File: src/rtl/alu_pkg.sv
// alu_pkg: op encoding, control states and status-word flag positions shared by the ALU slice
package alu_pkg;
  localparam int OP_W = 3;
  localparam logic [2:0] OP_ADD = 3'd0;
  localparam logic [2:0] OP_SUB = 3'd1;
  localparam logic [2:0] OP_MUL = 3'd2;
  localparam logic [2:0] OP_DIV = 3'd3;
  localparam logic [2:0] OP_AND = 3'd4;
  localparam logic [2:0] OP_OR  = 3'd5;
  localparam logic [2:0] OP_XOR = 3'd6;
  localparam logic [2:0] OP_NOT = 3'd7;
  typedef enum logic [1:0] {IDLE, MUL_RUN, DIV_RUN} state_t;
  localparam int FLAG_ZERO        = 0;
  localparam int FLAG_CARRY       = 1;
  localparam int FLAG_OVERFLOW    = 2;
  localparam int FLAG_DIV_BY_ZERO = 3;
  localparam int FLAG_W           = 4;
  function automatic logic is_multicycle(input logic [2:0] op, input logic b_nz);
    return op == OP_MUL || (op == OP_DIV && b_nz);
  endfunction
endpackage

File: src/rtl/seq_muldiv.sv
// seq_muldiv: iterative shift-add multiplier / restoring divider, one step per clock
module seq_muldiv #(
  parameter int WIDTH = 19
) (
  input  logic             clk,
  input  logic             rst,
  input  logic             load,
  input  logic             op_is_div,
  input  logic [WIDTH-1:0] a,
  input  logic [WIDTH-1:0] b,
  output logic [WIDTH-1:0] lo,
  output logic [WIDTH-1:0] hi,
  output logic             fin
);
  localparam int CW = $clog2(WIDTH + 1);
  logic [WIDTH-1:0] acc_lo, acc_hi, m, diff;
  logic [WIDTH:0]   msum, shifted;
  logic [CW-1:0]    cnt;
  logic             run, div, ge;
  // lo/hi are the results of the step taken at the coming edge, so the last step is visible during fin
  always_comb begin
    msum    = {1'b0, acc_hi} + (acc_lo[0] ? {1'b0, m} : '0);
    shifted = {acc_hi, acc_lo[WIDTH-1]};
    ge      = shifted >= {1'b0, m};
    diff    = shifted[WIDTH-1:0] - m;
    lo      = div ? {acc_lo[WIDTH-2:0], ge} : {msum[0], acc_lo[WIDTH-1:1]};
    hi      = div ? (ge ? diff : shifted[WIDTH-1:0]) : msum[WIDTH:1];
  end
  assign fin = run && cnt == CW'(1);
  always_ff @(posedge clk)
    if (rst) begin
      acc_lo <= '0;
      acc_hi <= '0;
      m      <= '0;
      cnt    <= '0;
      run    <= 1'b0;
      div    <= 1'b0;
    end else if (load) begin
      acc_lo <= a;
      acc_hi <= '0;
      m      <= b;
      cnt    <= CW'(WIDTH);
      run    <= 1'b1;
      div    <= op_is_div;
    end else if (run) begin
      acc_lo <= lo;
      acc_hi <= hi;
      cnt    <= cnt - CW'(1);
      run    <= !fin;
    end
endmodule

File: src/rtl/seq_alu.sv
// seq_alu: multi-cycle ALU with start/busy/done handshake, iterative MUL/DIV and status flags
module seq_alu import alu_pkg::*; #(
  parameter int WIDTH = 19,
  parameter int OPW   = OP_W
) (
  input  logic             clk,
  input  logic             rst,
  input  logic             start,
  input  logic [OPW-1:0]   alu_op,
  input  logic [WIDTH-1:0] a,
  input  logic [WIDTH-1:0] b,
  output logic             busy,
  output logic             done,
  output logic [WIDTH-1:0] result,
  output logic [WIDTH-1:0] result_hi,
  output logic             zero,
  output logic             carry,
  output logic             overflow,
  output logic             div_by_zero
);
  state_t state, state_nxt;
  logic [WIDTH:0]   sum;
  logic [WIDTH-1:0] res1, eng_lo, eng_hi;
  logic [FLAG_W-1:0] flags, fl_one, fl_eng;
  logic car1, is_div, load, eng_fin;
  assign is_div = alu_op == OP_DIV;
  assign load   = state == IDLE && start && is_multicycle(alu_op, b != '0);
  assign busy   = state != IDLE;
  assign zero        = flags[FLAG_ZERO];
  assign carry       = flags[FLAG_CARRY];
  assign overflow    = flags[FLAG_OVERFLOW];
  assign div_by_zero = flags[FLAG_DIV_BY_ZERO];
  seq_muldiv #(.WIDTH(WIDTH)) u_muldiv (
    .clk(clk), .rst(rst), .load(load), .op_is_div(is_div),
    .a(a), .b(b), .lo(eng_lo), .hi(eng_hi), .fin(eng_fin)
  );
  // single-cycle path; DIV here only ever means divide-by-zero, which yields a zero quotient
  always_comb begin
    sum  = {1'b0, a} + {1'b0, b};
    res1 = '0;
    car1 = 1'b0;
    case (alu_op)
      OP_ADD: {car1, res1} = sum;
      OP_SUB: begin
        res1 = a - b;
        car1 = a < b;
      end
      OP_AND: res1 = a & b;
      OP_OR:  res1 = a | b;
      OP_XOR: res1 = a ^ b;
      OP_NOT: res1 = ~a;
      default: res1 = '0;
    endcase
    fl_one = '0;
    fl_one[FLAG_ZERO]        = res1 == '0;
    fl_one[FLAG_CARRY]       = car1;
    fl_one[FLAG_DIV_BY_ZERO] = is_div;
    fl_eng = '0;
    fl_eng[FLAG_ZERO]        = eng_lo == '0;
    fl_eng[FLAG_OVERFLOW]    = state == MUL_RUN && eng_hi != '0;
  end
  always_comb
    state_nxt = state == IDLE ? (load ? (is_div ? DIV_RUN : MUL_RUN) : IDLE)
                              : (eng_fin ? IDLE : state);
  always_ff @(posedge clk)
    state <= rst ? IDLE : state_nxt;
  always_ff @(posedge clk)
    if (rst) begin
      result    <= '0;
      result_hi <= '0;
      flags     <= '0;
      done      <= 1'b0;
    end else begin
      done <= 1'b0;
      if (busy && eng_fin) begin
        result    <= eng_lo;
        result_hi <= eng_hi;
        flags     <= fl_eng;
        done      <= 1'b1;
      end else if (state == IDLE && start && !load) begin
        result    <= res1;
        result_hi <= '0;
        flags     <= fl_one;
        done      <= 1'b1;
      end
    end
endmodule

File: config.mk
export PLATFORM = sky130hd
export DESIGN_NAME = seq_alu
export DESIGN_NICKNAME = d
export VERILOG_FILES = /design/src/rtl/alu_pkg.sv /design/src/rtl/seq_muldiv.sv /design/src/rtl/seq_alu.sv
export SDC_FILE = /design/constraint.sdc
export NUM_CORES = 1
export LEC_CHECK = 0
export BUFFER_PORTS_ARGS = -buffer_cell sky130_fd_sc_hd__buf_4
export CAP_MARGIN = 20
export CORE_UTILIZATION = 40
export CTS_BUF_LIST = sky130_fd_sc_hd__clkbuf_8
export CTS_CLUSTER_DIAMETER = 80
export DETAILED_ROUTE_END_ITERATION = 7
export SLEW_MARGIN = 20
export SYNTH_ARGS = -nofsm -noshare
export SYNTH_HDL_FRONTEND = slang
export SYNTH_SLANG_ARGS = --single-unit
File: constraint.sdc
create_clock -name clk -period 10 [get_ports clk]
set_clock_uncertainty 0.2 [all_clocks]
set_input_delay 1 -clock clk [delete_from_list [all_inputs] [get_ports clk]]
set_output_delay 1 -clock clk [all_outputs]
set_load 0.01 [all_outputs]
==> results of run 1 <==
==> cell type report <==
cell class,instances,area share
Clock inverter,7,0.00809
Inverter,98,0.0330
Tap cell,324,0.0364
Clock buffer,9,0.0111
Timing Repair Buffer,100,0.0674
Sequential cell,109,0.196
Multi-Input combinational cell,1040,0.648
==> final timing paths <==
path / from / endpoint / slack [ns] / cells past startpoint
setup / recovery: b[6] / flags[0] / 5.18 / 11
hold / removal: u_muldiv.m[18] / u_muldiv.m[18] / 0.28 / 2
setup reg to reg: u_muldiv.acc_lo[0] / flags[2] / 5.59 / 13
hold reg to reg: u_muldiv.m[18] / u_muldiv.m[18] / 0.28 / 2
==> metal layers <==
metal  global-route usage  up-vias
met4                0.121        0
li1                     -     4830
met5                    0        -
met1                0.338     4754
met3               0.0230       65
met2                0.420      329
==> metrics by stage <==
| stage | instances | hold slack [ns] |
|---|---|---|
| 2_1_floorplan | 1322 | 0.245 |
| 3_3_place_gp | 1671 | 0.256 |
| 3_5_place_dp | 1671 | 0.261 |
| 4_1_cts | 1687 | 0.278 |
| 5_1_grt | 1687 | 0.310 |
| 6_report | 1687 | 0.279 |
==> sequential cells by signal (all words and copies together), names as in the netlist <==
signal and flops:
result 19, result_hi 19, u_muldiv.acc_hi 19, u_muldiv.acc_lo 19, u_muldiv.m 19, u_muldiv.cnt 5
flags 4, state 2, done 1, u_muldiv.div 1, u_muldiv.run 1
==> cell families (layout without fill, tap and decap cells) <==
family,after synthesis,after routing,share of synthesized area
XOR/XNOR,33,33,0.0288
flip-flops,109,109,0.217
adder cells (fa/ha/maj),106,106,0.135
multiplexers,59,59,0.0719
buffers and inverters,173,214,0.0660
AO/OA/AOI/OAI,382,382,0.266
AND/OR/NAND/NOR,460,460,0.215
==> critical path: stages <==
cell and delay (ns):
buf_4 0.12, nor4b_1 0.79, nand3_1 0.30, o21ai_0 0.45
nand3_1 0.67, or4_1 0.72, nor2_1 0.16, o2111ai_1 0.13
nor4_1 0.25, nand4_1 0.15, o41ai_2 0.20
==> where the power goes <==
group | switching [mW] | leakage [nW] | internal [mW]
Clock | 0.185 | 0.110 | 0.123
Combinational | 0.260 | 3.68 | 0.172
Sequential | 0.0231 | 0.887 | 0.453
Total | 0.468 | 4.67 | 0.748
==> synthesized netlist by cell type, types with 11 or more instances <==
cell type  number  share of area
a211oi_1       20          0.015
a21o_1         25          0.019
a21oi_1       105          0.052
a22oi_1        24          0.018
a31oi_1        11         0.0068
and2_1         23          0.014
and3_1         12         0.0075
clkbuf_1       56          0.021
dfxtp_1       109           0.22
ha_1          102           0.13
inv_1          98          0.037
mux2i_1        44          0.044
nand2_1       143          0.053
nand2b_1       14         0.0087
nand3_1        27          0.013
nand4_1        13         0.0081
nor2_1        133          0.050
nor2b_1        20          0.012
nor3_1         24          0.012
nor4_1         11         0.0068
o211ai_1       35          0.026
o21ai_0        42          0.021
or3_1          13         0.0081
xnor2_1        21          0.018
xor2_1         12          0.010
==> metrics.csv, run 1 <==
stage,metric,value,unit
flow_run,Max-Cap Viols,0,
timing,Final setup viols,0,
floorplanning,IO Pins,88,
floorplanning,number of core rows,57,
synth,ys flop type,dfxtp_1,
cells_and_area,synthesis-to-finish area growth,10.8,%
cts,clock-pin slew on the worst setup and hold paths,0.12,ns
cells_and_area,most frequent cells in the layout,"143 x nand2_1, 131 x nor2_1, 107 x dfxtp_1, 105 x a21oi_1, 102 x ha_1",
synth,asr flop ratio synth,0,
global_routing,first-pass GRT wire length,51900,µm
global_routing,grt ovf,0,
cts,Longest Clk Path Bufs,2,
global_routing,vias in the first global route,9447,
setup_path,CP startpoint kind,input pin,
synth,register area share after synthesis,0.217,
global_routing,antenna violations before repair,0,
global_routing,GRT Resource Usage Total,0.256,
power_and_ir_drop,peak supply drop,0.0643,mV
cells_and_area,FILL cells,2506,
power_and_ir_drop,LEAKAGE,4.67,nW
floorplanning,die span in x,160,µm
synth,Post-synth EDFFs,0,
cells_and_area,"commonest non-fill, non-tap cell in the layout",nand2_1,
drt,Pre-antenna DRT Iters,5,
worst_hold_path,Worst Hold Class,reg -> reg,
cts,H-tree levels,3,
drt,DRT Wirelength,33100,µm
timing,Final period util,0.482,
drt,Remaining DRCs,0,
drt,DR WL/cell,19.6,µm
synth,Yosys warning count,0,
floorplanning,Starting Density,0.411,
timing,setup TNS,0,ns
drt,DRT iter0 DRCs,654,
cells_and_area,Final Cell Area,0.0111,mm²
floorplanning,Core Region,0.0245,mm²
cells_and_area,Final Util,0.455,
placement,DP Area,0.0109,mm²
cts,post-cts resize count,0,
synth,library cells used by synthesis,80,
drt,met2 wire len,15200,µm
placement,Placement Setup Slack,4.78,ns
global_routing,largest net degree at the start of global routing,53,
drt,via/cell ratio,5.91,
synth,Post-Syn Nets,1472,
floorplanning,die area,0.0258,mm²
synth,average size of a mapped cell,7.60,µm²
cts,TritonCTS buffer count,9,
drt,wire length on met3,1640,µm
cts,clock root buffer,clkbuf_8,
cells_and_area,multi-input gate area in the final layout,0.00721,mm²
cts,cts hold-fix bufs,0,
drt,Via Count,9978,
cells_and_area,diodes inserted,0,
timing,RSZ-0062 raised after global routing,no,
timing,post-layout min period,4.82,ns
setup_path,Critical Path AT,4.95,ns
drt,Final ANT Viol Nets,0,
timing,worst-margin pin slew,0.961,ns
placement,RD Place Congestion,0.892,
outcome,status,"complete, no violations",
placement,port buffer count,87,
setup_path,CP Capture Type,flop,
power_and_ir_drop,Power Total,1.22,mW
timing,PnR worst setup slack,5.18,ns
timing,Slew HR,0.351,
cts,TritonCTS clock tree,done,
timing,pins over their slew limit,0,
floorplanning,Die Ht,160,µm
drt,Top Metal Used,met4,
cts,clock insertion delay at the later pin of the skew report,0.42,ns
drt,routed length on met1,15000,µm
synth,area of the mapped netlist,0.0100,mm²
placement,post-detail-place hpwl,24900,µm
cells_and_area,Sequential Area,0.00218,mm²
setup_path,CP max FO,17,
cts,clk sinks,109,
synth,#FFs+latches synth,109,
setup_path,critical setup path kind,in -> reg,
power_and_ir_drop,power per cell area,109,mW/mm²
setup_path,Critical Path RT,10.14,ns
cts,Post CTS Setup Buffer Count,0,
cells_and_area,Post-layout nets,1508,
synth,Syn Inst Count,1322,
timing,Max Clock Freq,208,MHz
cells_and_area,layout cell share with drive strength beyond 1,0.117,
timing,"Hold Vio Cnt, Final",0,
No activity file was read; power rests on OpenSTA's default activity.
==> run 2: changes to the inputs <==
- clock period: 10 -> 4.8 ns (I/O delays scaled with it)
==> run 2 against run 1 <==
Count of clock-buffer cells in the layout unchanged. Critical endpoint is now flags[2]. Design area increased by 0.46%. Sequential power increased by 110%. Largest power group unchanged. Highest routed layer unchanged. Critical path depth increased by 3. Via count increased by 0.32%. Register-to-register slack got worse by 5.0 ns. Worst hold slack got worse by 0.13 ns. Setup slack got worse by 4.6 ns. Cell count increased by 0.41%. Largest cell class unchanged. First-iteration DRC count increased by 11%. Routed wire length increased by 1.4%. Flip-flop and latch count unchanged.
==> metrics.csv, run 2 (synthesis gave the netlist of run 1 again) <==
stage,metric,value,unit,change
cts,TritonCTS buffer count,9,,unchanged
timing,post-layout min period,4.21,ns,
drt,Final ANT Viol Nets,0,,unchanged
global_routing,GR Util met3,0.0243,,+0.00129
global_routing,antenna violations before repair,0,,unchanged
global_routing,grt ovf,0,,unchanged
worst_hold_path,WHS Path Cells,3,,+1
power_and_ir_drop,power per cell area,226,mW/mm²,+110%
flow_run,Max-Cap Viols,0,,unchanged
setup_path,Critical Path RT,4.88,ns,-5.26 ns
cts,clock-pin slew on the worst setup and hold paths,0.12,ns,about the same
setup_path,Critical Path AT,4.30,ns,-0.65 ns
placement,RD Place Congestion,0.930,,+4.3%
cts,clk sinks,109,,unchanged
global_routing,vias in the first global route,9527,,+0.85%
floorplanning,Die Ht,160,µm,unchanged
timing,pins over their slew limit,0,,unchanged
timing,setup TNS,0,ns,unchanged
floorplanning,Starting Density,0.411,,unchanged
cts,post-cts resize count,0,,unchanged
cts,cts hold-fix bufs,0,,unchanged
setup_path,critical setup path kind,reg -> reg,,
cts,Longest Clk Path Bufs,2,,unchanged
cells_and_area,layout cell share with drive strength beyond 1,0.121,,+0.00451
setup_path,CP Capture Type,flop,,
setup_path,Worst R2R Path Depth,14,,+1
drt,DRT iter0 DRCs,727,,+11%
cts,TritonCTS clock tree,done,,
cts,clock root buffer,clkbuf_8,,
cells_and_area,"commonest non-fill, non-tap cell in the layout",nand2_1,,
power_and_ir_drop,peak supply drop,0.123,mV,+91%
timing,Final period util,0.878,,
timing,Max Clock Freq,237,MHz,
cells_and_area,Final Util,0.457,,+0.00210
cells_and_area,diodes inserted,0,,unchanged
global_routing,gr busiest metal,met2,,
timing,Final setup viols,0,,unchanged
floorplanning,Core Region,0.0245,mm²,unchanged
floorplanning,die area,0.0258,mm²,unchanged
cts,H-tree levels,3,,unchanged
outcome,status,"complete, no violations",,
floorplanning,number of core rows,57,,unchanged
timing,"Hold Vio Cnt, Final",0,,unchanged
power_and_ir_drop,LEAKAGE,4.70,nW,+0.64%
timing,RSZ-0062 raised after global routing,no,,
global_routing,first-pass GRT wire length,52800,µm,+1.8%
cells_and_area,Post-layout nets,1515,,+0.46%
timing,Slew HR,0.288,,-0.0628
drt,DR WL/cell,19.8,µm,+0.93%
timing,worst-margin pin slew,1.07,ns,+0.104 ns
cts,Post CTS Setup Buffer Count,0,,unchanged
placement,post-detail-place hpwl,25900,µm,+4.0%
floorplanning,IO Pins,88,,unchanged
drt,Via Count,10010,,+0.32%
global_routing,GRT Resource Usage Total,0.260,,+0.00392
global_routing,met1 usage,0.340,,+0.00202
floorplanning,die span in x,160,µm,unchanged
global_routing,largest net degree at the start of global routing,60,,+13%
drt,via/cell ratio,5.91,,about the same
cells_and_area,most frequent cells in the layout,"143 x nand2_1, 131 x nor2_1, 107 x dfxtp_1, 107 x buf_4, 105 x a21oi_1",,
setup_path,CP max FO,5,,-12
cts,clock insertion delay at the later pin of the skew report,0.42,ns,about the same
cells_and_area,synthesis-to-finish area growth,11.3,%,
drt,Pre-antenna DRT Iters,5,,unchanged
setup_path,CP startpoint kind,flop,,
worst_hold_path,Worst Hold Class,in -> reg,,
drt,Remaining DRCs,0,,unchanged
global_routing,met2 Use GR,0.438,,+0.0179
drt,DRT Wirelength,33600,µm,+1.4%
placement,port buffer count,87,,unchanged
[run 2: cell types whose count changed in the layout (fill, tap and decap cells not counted), sizes merged]
cell and delta:
buf +7, clkinv -1, clkinvlp +1
[run 2: metal layers]
layer	share of wire	vias up
met4	0.031	0
met3	0.046	64
met1	0.45	4791
met2	0.47	306
li1	-	4849
met5	0	-
[run 2: cell type report]
| class | count | area [µm²] |
|---|---|---|
| inverter | 98 | 368 |
| clock inverter | 7 | 88.8 |
| clock buffer | 9 | 124 |
| multi-input combinational | 1040 | 7210 |
| fill | 2518 | 13300 |
| tap | 324 | 405 |
| sequential | 109 | 2180 |
| timing repair buffer | 107 | 803 |
[run 2: path summary, 6_finish.rpt]
check / from / slack [ns] / endpoint
max: u_muldiv.acc_lo[18] / 0.59 / flags[2]
min: a[17] / 0.15 / u_muldiv.acc_lo[17]
max reg2reg: u_muldiv.acc_lo[18] / 0.59 / flags[2]
min reg2reg: u_muldiv.m[17] / 0.28 / u_muldiv.m[17]
[run 2: metrics by stage]
| stage | setup WS (ns) | cells | power, mW | instance area [µm²] | hold WS (ns) |
|---|---|---|---|---|---|
| floorplan | 1.19 | 1322 | 1.62 | 10000 | 0.245 |
| global placement | 0.679 | 1678 | 1.90 | 11000 | 0.257 |
| detailed placement | 0.643 | 1678 | 1.91 | 11000 | 0.264 |
| CTS | 0.617 | 1694 | 2.53 | 11200 | 0.130 |
| global route | 0.392 | 1694 | 2.66 | 11200 | 0.143 |
| finish | 0.586 | 1694 | 2.53 | 11200 | 0.149 |
[run 2: critical path: stages (launching register included)]
cell and delay, ns:
dfxtp_1 0.35, inv_1 0.10, ha_1 0.17, inv_1 0.06, fa_1 0.48, a211oi_4 0.33
o21ai_2 0.11, a221oi_2 0.34, o41ai_4 0.18, nand2_2 0.17, o211ai_1 0.16, or4_1 0.60
or4_1 0.48, nor4_2 0.24, a31oi_1 0.12
[run 2: where the power goes]
group	total, mW	internal, mW	switching (mW)
Sequential	0.990	0.944	0.0453
Clock	0.629	0.256	0.373
Combinational	0.909	0.366	0.543
==> run 3: changes to the inputs <==
- CELL_PAD_IN_SITES_DETAIL_PLACEMENT: not set -> 0
- CELL_PAD_IN_SITES_GLOBAL_PLACEMENT: not set -> 1
- PLACE_DENSITY_LB_ADDON: not set -> 0.1
==> run 3 against run 2 <==
First-iteration DRC count shrank 11%. Routed wire length grew 3.1%. Setup slack gained 0.21 ns. Design area is essentially flat. Sequential share of layout area is essentially flat. Register-to-register slack gained 0.21 ns. Clock power shrank 8.3%. Critical path type unchanged.
==> metrics.csv, run 3 (synthesis gave the netlist of run 1 again) <==
stage,metric,value,unit,change
floorplanning,Core Region,0.0245,mm²,unchanged
cells_and_area,Post-layout nets,1518,,+0.20%
cells_and_area,Final Cell Area,0.0112,mm²,about the same
placement,dpl cells,1681,,+0.18%
timing,setup TNS,0,ns,unchanged
cells_and_area,Final Util,0.457,,about the same
global_routing,GR Util met3,0.0266,,+0.00232
timing,post-layout min period,4.01,ns,-0.206 ns
power_and_ir_drop,power per cell area,222,mW/mm²,-1.7%
setup_path,Crit path largest cell delay,0.60,ns,about the same
setup_path,RR Endpoint,flags[2],,
worst_hold_path,Min-Delay Endpoint,u_muldiv.acc_lo[13],,
outcome,status,"complete, no violations",,
cts,post-cts resize count,0,,unchanged
drt,Remaining DRCs,0,,unchanged
cells_and_area,most frequent cells in the layout,"143 x nand2_1, 130 x nor2_1, 110 x buf_4, 107 x dfxtp_1, 105 x a21oi_1",,
cts,clock-pin slew on the worst setup and hold paths,0.13,ns,about the same
power_and_ir_drop,Power Total,2.48,mW,-1.7%
cts,Post CTS Setup Buffer Count,0,,unchanged
setup_path,Top delay family on crit path,simple AND/OR/NAND/NOR gates,,
cts,TritonCTS buffer count,9,,unchanged
cts,Longest Clk Path Bufs,2,,unchanged
placement,post-detail-place hpwl,26900,µm,+3.5%
setup_path,crit-path cells,inv_1 > ha_1 > inv_1 > fa_1 > a211oi_4 > o21ai_2 > a221oi_2 > o41ai_4 > nand2_2 > o211ai_1 > or4_1 > or4_1 > nor4_2 > a31oi_1,,
timing,"Hold Vio Cnt, Final",0,,unchanged
floorplanning,Die Ht,160,µm,unchanged
global_routing,vias in the first global route,9543,,+0.17%
power_and_ir_drop,LEAKAGE,4.70,nW,about the same
cells_and_area,layout cell share with drive strength beyond 1,0.124,,+0.00265
worst_hold_path,critical hold path startpoint,a[13],,
floorplanning,Starting Density,0.411,,unchanged
drt,DR WL/cell,20.4,µm,+2.9%
drt,via/cell ratio,5.82,,-1.6%
power_and_ir_drop,switching fraction of total power,0.392,,+0.0111
cts,cts hold-fix bufs,0,,unchanged
cells_and_area,diodes inserted,0,,unchanged
floorplanning,die span in x,160,µm,unchanged
cells_and_area,"commonest non-fill, non-tap cell in the layout",nand2_1,,
setup_path,Worst R2R Path Depth,14,,unchanged
setup_path,Slowest cell on crit path,or4_1,,
cells_and_area,synthesis-to-finish area growth,11.3,%,about the same
global_routing,met2 Use GR,0.457,,+0.0189
drt,DRT Wirelength,34600,µm,+3.1%
setup_path,CP startpoint kind,flop,,
cts,clock root buffer,clkbuf_8,,
worst_hold_path,Worst Hold Class,in -> reg,,
timing,Slew HR,0.263,,-0.0254
global_routing,met1 usage,0.343,,+0.00309
setup_path,worst reg2reg path startpoint,u_muldiv.acc_lo[18],,
drt,Final ANT Viol Nets,0,,unchanged
global_routing,first-pass GRT wire length,54000,µm,+2.2%
global_routing,antenna violations before repair,0,,unchanged
power_and_ir_drop,clock share of power,0.232,,-0.017
floorplanning,die area,0.0258,mm²,unchanged
global_routing,grt ovf,0,,unchanged
timing,pins over their slew limit,0,,unchanged
drt,DRT iter0 DRCs,645,,-11%
setup_path,Critical Path AT,4.08,ns,-0.22 ns
timing,Final setup viols,0,,unchanged
setup_path,CP Capture Type,flop,,
setup_path,Critical Path RT,4.87,ns,about the same
timing,Final period util,0.835,,-0.0430
placement,DP Area,0.0110,mm²,+0.23%
cts,TritonCTS clock tree,done,,
placement,RD Place Congestion,0.942,,+1.3%
cts,H-tree levels,3,,unchanged
cts,clock insertion delay at the later pin of the skew report,0.40,ns,-0.02 ns
cells_and_area,Final Non-Filler Cells,1697,,+0.18%
placement,Placement Setup Slack,0.779,ns,+0.136 ns
timing,RSZ-0062 raised after global routing,no,,
power_and_ir_drop,Reg power frac,0.397,,+0.006
timing,PnR worst setup slack,0.792,ns,+0.206 ns
global_routing,largest net degree at the start of global routing,59,,-1.7%
cts,clk sinks,109,,unchanged
power_and_ir_drop,peak supply drop,0.118,mV,-4.4%
placement,port buffer count,87,,unchanged
floorplanning,number of core rows,57,,unchanged
setup_path,CP bufs+invs,2,,unchanged
floorplanning,IO Pins,88,,unchanged
timing,worst-margin pin slew,1.10,ns,+0.0380 ns
setup_path,"reg-to-reg slack, setup",0.79,ns,+0.21 ns
setup_path,critical setup path kind,reg -> reg,,
setup_path,Worst path depth,14,,unchanged
global_routing,GRT Resource Usage Total,0.269,,+0.00926
worst_hold_path,WHS Path Cells,3,,unchanged
flow_run,Max-Cap Viols,0,,unchanged
timing,Max Clock Freq,250,MHz,+5.2%
timing,worst hold slack,0.149,ns,+0.000114 ns
power_and_ir_drop,Internal,1.51,mW,-3.5%
global_routing,gr busiest metal,met2,,
drt,Via Count,9870,,-1.4%
setup_path,CP max FO,5,,unchanged
power_and_ir_drop,NetSw,0.973,mW,+1.2%
drt,Pre-antenna DRT Iters,7,,+2
power_and_ir_drop,Comb pwr share,0.371,,+0.011
cells_and_area,FILL cells,2571,,+2.1%
[run 3: cell count changes in the layout (fill, tap and decap cells not counted), sizes merged]
cell    delta
bufinv     -1
clkinv     +2
inv        -1
buf        +3
[run 3: worst max path at each step]
stage	startpoint	to
final	u_muldiv.acc_lo[18]	flags[2]
after global routing	u_muldiv.acc_lo[18]	flags[2]
after CTS	u_muldiv.acc_lo[18]	flags[2]
after detailed placement	u_muldiv.acc_lo[18]	flags[2]
after global placement	alu_op[0]	flags[0]
after floorplan	u_muldiv.acc_lo[18]	flags[2]
[run 3: layout make-up]
cell class	instances	area, µm²	area share
Tap cell	324	405	0.0363
Clock inverter	7	58.8	0.00526
Multi-Input combinational cell	1040	7210	0.645
Timing Repair Buffer	110	826	0.0739
Inverter	98	368	0.0329
Sequential cell	109	2180	0.195
Clock buffer	9	124	0.0111
[run 3: routing by layer]
metal	up-vias	routed length [µm]
met5	-	0
met4	0	1490
met3	61	1330
met2	259	16600
met1	4711	15200
li1	4839	-
[run 3: worst register-to-register path: cells and delay by family (launching register included)]
family,cells,cell delay [ns]
buffers and inverters,2,0.13
adders and majority gates,2,0.65
and+or+nand+nor,4,1.37
DFF,1,0.34
AOI/OAI and AO/OA,6,1.21
[run 3: power groups by stage]
stage	Clock [mW]	Combinational (mW)	Sequential (mW)
after floorplan	0	0.632	0.992
after global placement	0	0.912	1.01
after detailed placement	0	0.913	1.01
after CTS	0.588	0.918	0.985
after global routing	0.618	1.01	0.991
final	0.577	0.922	0.985
